$ cat src/rtl/pio_pkg.sv
// Shared definitions for the pulse-capable output PIO: register map,
// pulse engine states and STATUS field positions.
package pio_pkg;

  localparam logic [2:0] ADDR_DATA       = 3'd0;
  localparam logic [2:0] ADDR_PULSE_LEN  = 3'd1;
  localparam logic [2:0] ADDR_PULSE_TRIG = 3'd2;
  localparam logic [2:0] ADDR_STATUS     = 3'd3;
  localparam logic [2:0] ADDR_OUTSET     = 3'd4;
  localparam logic [2:0] ADDR_OUTCLEAR   = 3'd5;

  typedef enum logic {
    ST_IDLE  = 1'b0,
    ST_PULSE = 1'b1
  } pulse_state_e;

  // STATUS layout: busy flag at bit 0, live inversion mask starting at bit 1
  localparam int STATUS_BUSY_BIT = 0;
  localparam int STATUS_MASK_LSB = 1;

endpackage

$ cat src/rtl/pulse_timer.sv
// Timed inversion engine: loads a mask and a cycle count on trigger,
// counts down, and drops the mask when the count runs out.
module pulse_timer
  import pio_pkg::*;
#(
  parameter int DATA_WIDTH = 8,
  parameter int CNT_WIDTH  = 24
) (
  input  logic                  clk_i,
  input  logic                  rst_i,
  input  logic                  trig_i,
  input  logic [DATA_WIDTH-1:0] trig_mask_i,
  input  logic [CNT_WIDTH-1:0]  len_i,
  output logic [DATA_WIDTH-1:0] mask_o,
  output logic                  busy_o
);

  pulse_state_e          state_q;
  logic [DATA_WIDTH-1:0] mask_q;
  logic [CNT_WIDTH-1:0]  cnt_q;
  logic                  trig_ok;

  // A trigger only counts when it selects at least one bit and has a nonzero length
  assign trig_ok = trig_i && (trig_mask_i != '0) && (len_i != '0);

  // Pulse FSM: load/retrigger wins over expiry; the mask is held for exactly len cycles
  always_ff @(posedge clk_i) begin
    if (rst_i) begin
      state_q <= ST_IDLE;
      mask_q  <= '0;
      cnt_q   <= '0;
    end else begin
      case (state_q)
        ST_IDLE: begin
          if (trig_ok) begin
            mask_q  <= trig_mask_i;
            cnt_q   <= len_i;
            state_q <= ST_PULSE;
          end
        end
        ST_PULSE: begin
          if (trig_ok) begin
            mask_q <= mask_q | trig_mask_i;
            cnt_q  <= len_i;
          end else if (cnt_q == CNT_WIDTH'(1)) begin
            mask_q  <= '0;
            cnt_q   <= '0;
            state_q <= ST_IDLE;
          end else begin
            cnt_q <= cnt_q - CNT_WIDTH'(1);
          end
        end
        default: begin
          mask_q  <= '0;
          cnt_q   <= '0;
          state_q <= ST_IDLE;
        end
      endcase
    end
  end

  assign mask_o = mask_q;
  assign busy_o = (state_q == ST_PULSE);

endmodule

$ cat src/rtl/pio_out_pulse.sv
// Avalon-MM output PIO with atomic set/clear and a hardware timed-pulse
// engine that temporarily inverts selected output bits.
module pio_out_pulse
  import pio_pkg::*;
#(
  parameter int                    DATA_WIDTH  = 8,
  parameter int                    CNT_WIDTH   = 24,
  parameter logic [DATA_WIDTH-1:0] RESET_VALUE = '0
) (
  input  logic                  clk,
  input  logic                  reset,
  input  logic [2:0]            address,
  input  logic                  chipselect,
  input  logic                  write_n,
  input  logic [31:0]           writedata,
  output logic [31:0]           readdata,
  output logic [DATA_WIDTH-1:0] out_port
);

  logic                  wr_en;
  logic [DATA_WIDTH-1:0] wd;
  logic [DATA_WIDTH-1:0] data_q, data_d;
  logic [CNT_WIDTH-1:0]  len_q, len_d;
  logic [31:0]           readdata_q, readdata_d;
  logic [DATA_WIDTH-1:0] mask;
  logic                  busy;
  logic                  trig;
  logic [DATA_WIDTH:0]   status_w;
  logic [DATA_WIDTH+31:0] data_ext;
  logic [CNT_WIDTH+31:0]  len_ext;
  logic [DATA_WIDTH+32:0] status_ext;
  logic                  unused_wd;

  assign wr_en = chipselect && !write_n;
  assign wd    = writedata[DATA_WIDTH-1:0];
  assign trig  = wr_en && (address == ADDR_PULSE_TRIG);

  // Upper write-data bits beyond the register widths are intentionally dropped
  assign unused_wd = ^writedata;

  pulse_timer #(
    .DATA_WIDTH (DATA_WIDTH),
    .CNT_WIDTH  (CNT_WIDTH)
  ) u_pulse_timer (
    .clk_i       (clk),
    .rst_i       (reset),
    .trig_i      (trig),
    .trig_mask_i (wd),
    .len_i       (len_q),
    .mask_o      (mask),
    .busy_o      (busy)
  );

  // Next-state for the base data and pulse length registers
  always_comb begin
    data_d = data_q;
    len_d  = len_q;
    if (wr_en) begin
      case (address)
        ADDR_DATA:      data_d = wd;
        ADDR_OUTSET:    data_d = data_q | wd;
        ADDR_OUTCLEAR:  data_d = data_q & ~wd;
        ADDR_PULSE_LEN: len_d  = writedata[CNT_WIDTH-1:0];
        default: ;
      endcase
    end
  end

  // Zero-extended views; widening then truncating handles widths up to 32 uniformly
  assign status_w   = {mask, busy};
  assign data_ext   = {32'b0, data_q};
  assign len_ext    = {32'b0, len_q};
  assign status_ext = {32'b0, status_w};

  // Read mux: no read strobe, reads are side-effect free
  always_comb begin
    readdata_d = '0;
    case (address)
      ADDR_DATA:      readdata_d = data_ext[31:0];
      ADDR_PULSE_LEN: readdata_d = len_ext[31:0];
      ADDR_STATUS:    readdata_d = status_ext[31:0];
      default:        readdata_d = '0;
    endcase
  end

  // Register state and registered read data
  always_ff @(posedge clk) begin
    if (reset) begin
      data_q     <= RESET_VALUE;
      len_q      <= '0;
      readdata_q <= '0;
    end else begin
      data_q     <= data_d;
      len_q      <= len_d;
      readdata_q <= readdata_d;
    end
  end

  assign readdata = readdata_q;
  assign out_port = data_q ^ mask;

endmodule

$ cat config.mk
export PLATFORM = sky130hd
export DESIGN_NAME = pio_out_pulse
export DESIGN_NICKNAME = d
export VERILOG_FILES = /design/src/rtl/pio_pkg.sv /design/src/rtl/pulse_timer.sv /design/src/rtl/pio_out_pulse.sv
export SDC_FILE = /design/constraint.sdc
export NUM_CORES = 1
export LEC_CHECK = 0
export CORE_AREA = 2 2 104 106
export DETAILED_ROUTE_END_ITERATION = 8
export DIE_AREA = 0 0 106 108
export GPL_TIMING_DRIVEN = 0
export PLACE_DENSITY = 0.74
export REMOVE_ABC_BUFFERS = 1
export SETUP_SLACK_MARGIN = 0.15
export SLEW_MARGIN = 20
export SYNTH_ARGS = -nofsm -noshare
export SYNTH_HDL_FRONTEND = slang
export SYNTH_HIERARCHICAL = 1
export SYNTH_SLANG_ARGS = --single-unit
$ cat constraint.sdc
create_clock -name clk -period 5.3 [get_ports clk]
set_input_delay 1.325 -clock clk [delete_from_list [all_inputs] [get_ports clk]]
set_output_delay 1.325 -clock clk [all_outputs]
set_load 0.01 [all_outputs]
* Word level (Yosys, flattened, before mapping)
Index checks and enable logic that the tools add are counted.
Storage, ports and cells: register bits after elaboration 97, latch bits 0, bits in writable memories 0, ROM bits 0, bits of input ports 39, logic and storage cells 47, memories kept 0
Operators by class: $add $sub $neg 1, $mul 0, div/mod/pow operators 0, magnitude comparators 0, equal/unequal tests 8, shift operators 0, muxes and demuxes 14, bitwise operators 6, reductions and logical operators 12
Operators with widths (count):
- $mux 24 | 3
- $pmux 24 s3 | 1
- $pmux 24 s2 | 1
- $eq 24x1->1 const B | 1
- $mux 8 | 3
- $pmux 8 s3 | 1
- $reduce_bool 24->1 | 1
- $sub 24x1->24 const B | 1
- $or 8x8->8 | 2
- $pmux 8 s2 | 1
- $and 8x8->8 | 1
- $not 8->8 | 1
- $reduce_bool 8->1 | 1
- $xor 8x8->8 | 1
- $eq 3x2->1 const B | 2
- $eq 3x3->1 const B | 2
- $reduce_and 2->1 | 3
- $logic_and 1x1->1 | 4
- $eq 3x1->1 const B | 1
- $logic_not 3->1 | 1
- $mux 1 | 3
- $ne 3x3->1 const B | 1
- $reduce_bool 3->1 | 1
- $ne 2x1->1 const B | 1
- other kinds (3) | 3

* Logic depth before layout (Yosys ltp)
word-level depth 7, depth in mapped cells 9, mapped depth without buffers 7

* Modules after synthesis
Netlist, hierarchy kept.
Modules (own cells, without submodules):
- pio_out_pulse | instances 1, cells each 259, area an instance 2560.0 µm², seq. area each 1121.1 µm²
- pulse_timer | instances 1, cells each 259, area an instance 2000.7 µm², seq. area each 660.6 µm²

* Worst setup path before layout
Ideal clock, no wire load.
kind input to register, start in address[1], end reg u_pulse_timer.cnt_q[8], library setup time 0.116 ns, arrival time 2.848 ns, setup slack 2.336 ns, stages 7, cells stage by stage buf_2 > nor2b_1 > nor3b_1 > o311a_1 > clkbuf_1 > nor2_1 > a31o_2
On the way: longest elaborated chain between the ends 6, elaborated cells between the ends (all ways) 7, those cells by class 2 x eq/ne; 2 x mux; 3 x reduce/logical
Ends and longest elaborated chain:
- start, declared | RTL line pio_out_pulse.sv:12 | input logic [2:0] address,
- $eq 3x2->1 * | RTL line pio_out_pulse.sv:36 | assign trig = wr_en && (address == ADDR_PULSE_TRIG);
- $logic_and 1x1->1 * | RTL line pio_out_pulse.sv:36
- net trig | RTL line pio_out_pulse.sv:27 | logic trig;
- $logic_and 1x1->1 * (2 in a row) | RTL line pulse_timer.sv:24 | assign trig_ok = trig_i && (trig_mask_i != '0) && (len_i != '0);
- $mux 24 | RTL line pulse_timer.sv:42 | if (trig_ok) begin
- $pmux 24 s2 | RTL line pulse_timer.sv:33 | case (state_q)
- end signal, assigned | RTL line pulse_timer.sv:37 | cnt_q <= len_i;
- end signal, assigned | RTL line pulse_timer.sv:44 | cnt_q <= len_i;
- end signal, assigned | RTL line pulse_timer.sv:50 | cnt_q <= cnt_q - CNT_WIDTH'(1);
- end, declared | RTL line pulse_timer.sv:20 | logic [CNT_WIDTH-1:0] cnt_q;
The timed path passes the listed nets; every way through them passes the cells marked *. A chain may end at the register's enable or synchronous reset.

* Worst setup path in the final report
start in address[0], end reg u_pulse_timer.mask_q[1] (netlist: u_pulse_timer/mask_o[1])
On the way: longest elaborated chain between the ends 6, elaborated cells between the ends (all ways) 9, those cells by class 3 x eq/ne; 2 x mux; 4 x reduce/logical
Ends and longest elaborated chain:
- $eq 3x2->1 * | RTL line pio_out_pulse.sv:36
- $logic_and 1x1->1 * | RTL line pio_out_pulse.sv:36
- net trig | RTL line pio_out_pulse.sv:27
- $logic_and 1x1->1 * (2 in a row) | RTL line pulse_timer.sv:24
- $mux 8 (tied with other cells) | RTL line pulse_timer.sv:42
- $pmux 8 s2 / $reduce_and 2->1 (equally long branches)
- end signal, assigned | RTL line pulse_timer.sv:36 | mask_q <= trig_mask_i;
- end signal, assigned | RTL line pulse_timer.sv:43 | mask_q <= mask_q | trig_mask_i;
- end, declared | RTL line pulse_timer.sv:19 | logic [DATA_WIDTH-1:0] mask_q;
Marks and branches as above.

==> results.txt <==
Critical Path AT -> 4.51 ns
Post-Syn Area -> 4560 um^2
nets@finish -> 601
Routed WL per cell -> 15.6 um
post-synthesis instance total -> 518
R2R Setup Slk -> 2.67 ns
Vias -> 3979
Setup crit start -> address[0]
first-pass GRT wire length -> 18100 um
Die Y-Extent -> 108 um
FFs w/ async S/R, synth -> 0
Core Box Area -> 10200 um^2
Period minus WS final -> 4.22 ns
share of the synthesized area in the top cell type -> 0.391
Mapped Avg Cell Area -> 8.80 um^2
dominant cell type by area after synthesis -> dfxtp_1
CP required -> 5.59 ns
layout cells sized above 1 -> 0.0708
area of the multi-input gates -> 2560 um^2
Leakage -> 2.00 nW
Layout area overhead -> 18.9%
largest net degree at the start of global routing -> 40
Synth warnings -> 6
hold_buf cts -> 0
Hold Path Origin -> len_q[12]
Placer Congestion -> 0.850
final hold slack -> 0.503 ns
CTS H-tree lvls -> 3
Clock Skew -> 0.0100 ns
TritonCTS clock tree -> yes
Seq/Total Area, Yosys -> 0.391
crit path max fanout -> 21
final hold violation count -> 0
clk root buf -> clkbuf_8
unrepaired setup endpoints after global routing -> false
Yosys reg bits -> 89
Most used DFF post-synth -> dfxtp_1
Num CTS Buffers -> 9
Starting Density -> 0.446
CP endpoint kind -> flip-flop
CTS sink count -> 89
vias in the first global route -> 3670
initial antenna violation count -> 0
die area -> 11400 um^2
CP Class -> primary input to flip-flop
post-route clock period utilization -> 0.797
Rows -> 37
Post-Route Utilization -> 0.530
number of synthesized flops with an enable pin -> 0
pre-CTS WS -> 0.738 ns
vias per std cell -> 5.68
startpoint types -> primary input
Clk pin slew, worst setup/hold paths -> 0.09 ns
Port Buf Inserts -> 62
status -> complete, no violations
final wirelength -> 10900 um
fin. max-slew vios -> 0
HPWL Detailed -> 7450 um
post-cts resize count -> 0
ANT cells -> 0
Die Span X -> 106 um
worst-margin pin slew -> 0.985 ns
1st-pass router iterations -> 5
grt ovf -> 0
IO Count -> 79
VDD IR max -> 134 uV
GRT Total Usage -> 0.198
worst-skew pair later-pin latency -> 0.37 ns
relative max-transition margin -> 0.341
DR DRC count -> 0
Final ANT Viol Nets -> 0
fill count -> 934
Max Cap Viol -> 0
DRT iter0 DRCs -> 362
setup TNS -> 0 ns
count leader, synth -> dfxtp_1
Cell variety after synth -> 59
number of post-CTS setup repair buffers -> 0
final worst slack -> 1.08 ns
power per cell area -> 246 nW/um^2
Worst Hold Class -> flip-flop to flip-flop
Setup violations, final -> 0
clk buf depth -> 2
Reg area -> 1780 um^2
RR Startpoint -> len_q[19]
Fmax achieved -> 237 MHz
largest cells by area after synthesis -> dfxtp_1 39%, mux2i_1 7.7%, nand2b_1 7.3%, o21ai_0 4.5%, a21oi_1 3.5%
Synth top cells by count -> 89 x dfxtp_1, 53 x nand2b_1, 41 x o21ai_0
cell usage in the layout, fill, tap and decap left out, types with 8 or more instances in the layout:
cell type	instances
conb_1	8
clkdlybuf4s50_1	61
o21ai_0	41
mux2i_1	35
nor3b_1	10
dfxtp_1	89
and2_1	24
nand3_1	23
nor3_1	17
nor2b_1	9
nor2_1	23
clkbuf_8	11
nor4_1	15
xor2_1	12
a221oi_1	8
nand2b_1	53
a21oi_1	31
final timing paths:
| kind | to | depth (start not counted) |
|---|---|---|
| max | u_pulse_timer/mask_o[1] | 7 |
| min reg2reg | len_q[12] | 2 |
| max reg2reg | u_pulse_timer/mask_o[1] | 6 |
| min | len_q[12] | 2 |
area by class of cell:
class | instances | area share
Multi-Input combinational cell | 387 | 0.473
Sequential cell | 89 | 0.329
Timing Repair Buffer | 67 | 0.128
Tap cell | 136 | 0.0314
Clock buffer | 11 | 0.0279
Clock inverter | 5 | 0.00692
Inverter | 6 | 0.00415
power by group:
| part | internal, mW | leakage, nW | switching, mW |
|---|---|---|---|
| combinational | 0.0845 | 1.18 | 0.105 |
| sequential | 0.678 | 0.718 | 0.0117 |
| clock | 0.199 | 0.0924 | 0.256 |
critical path, cell delays in order:
cell and delay [ns]:
clkdlybuf4s50_1 0.92, nor2b_1 0.38, nor3b_1 0.43, o311ai_4 0.29
buf_6 0.23, a31oi_1 0.64, nor3b_1 0.29
layer usage:
metal / wire (um) / up-vias / global-route usage
met5: 0 / - / 0
met4: 232 / 0 / 0.0930
met3: 523 / 20 / 0.0277
met2: 5200 / 122 / 0.315
met1: 4980 / 1907 / 0.266
li1: - / 1930 / -
cell families after synthesis:
logic type,after synthesis,synth area share
buffers and inverters,49,0.0543
AND/OR/NAND/NOR,219,0.297
other,1,0.000822
AO/OA/AOI/OAI,110,0.150
multiplexers,35,0.0768
flip-flops,89,0.391
adder cells (fa/ha/maj),2,0.00549
XOR/XNOR,13,0.0250
stage by stage:
stage,area (um^2),total power [mW],instances
after CTS,5420,1.34,701
after global routing,5420,1.39,701
after detailed placement,5230,0.890,685
after global placement,5150,0.884,680
final,5420,1.33,701
after floorplan,4360,0.815,482
sequential cells by signal, indices dropped and copies added, names as in the netlist:
name,flops
u_pulse_timer/mask_o,8
u_pulse_timer/busy_o,1
readdata,24
data_q,8
u_pulse_timer/cnt_q,24
len_q,24
Note: power is estimated with default switching activity, not from simulation.
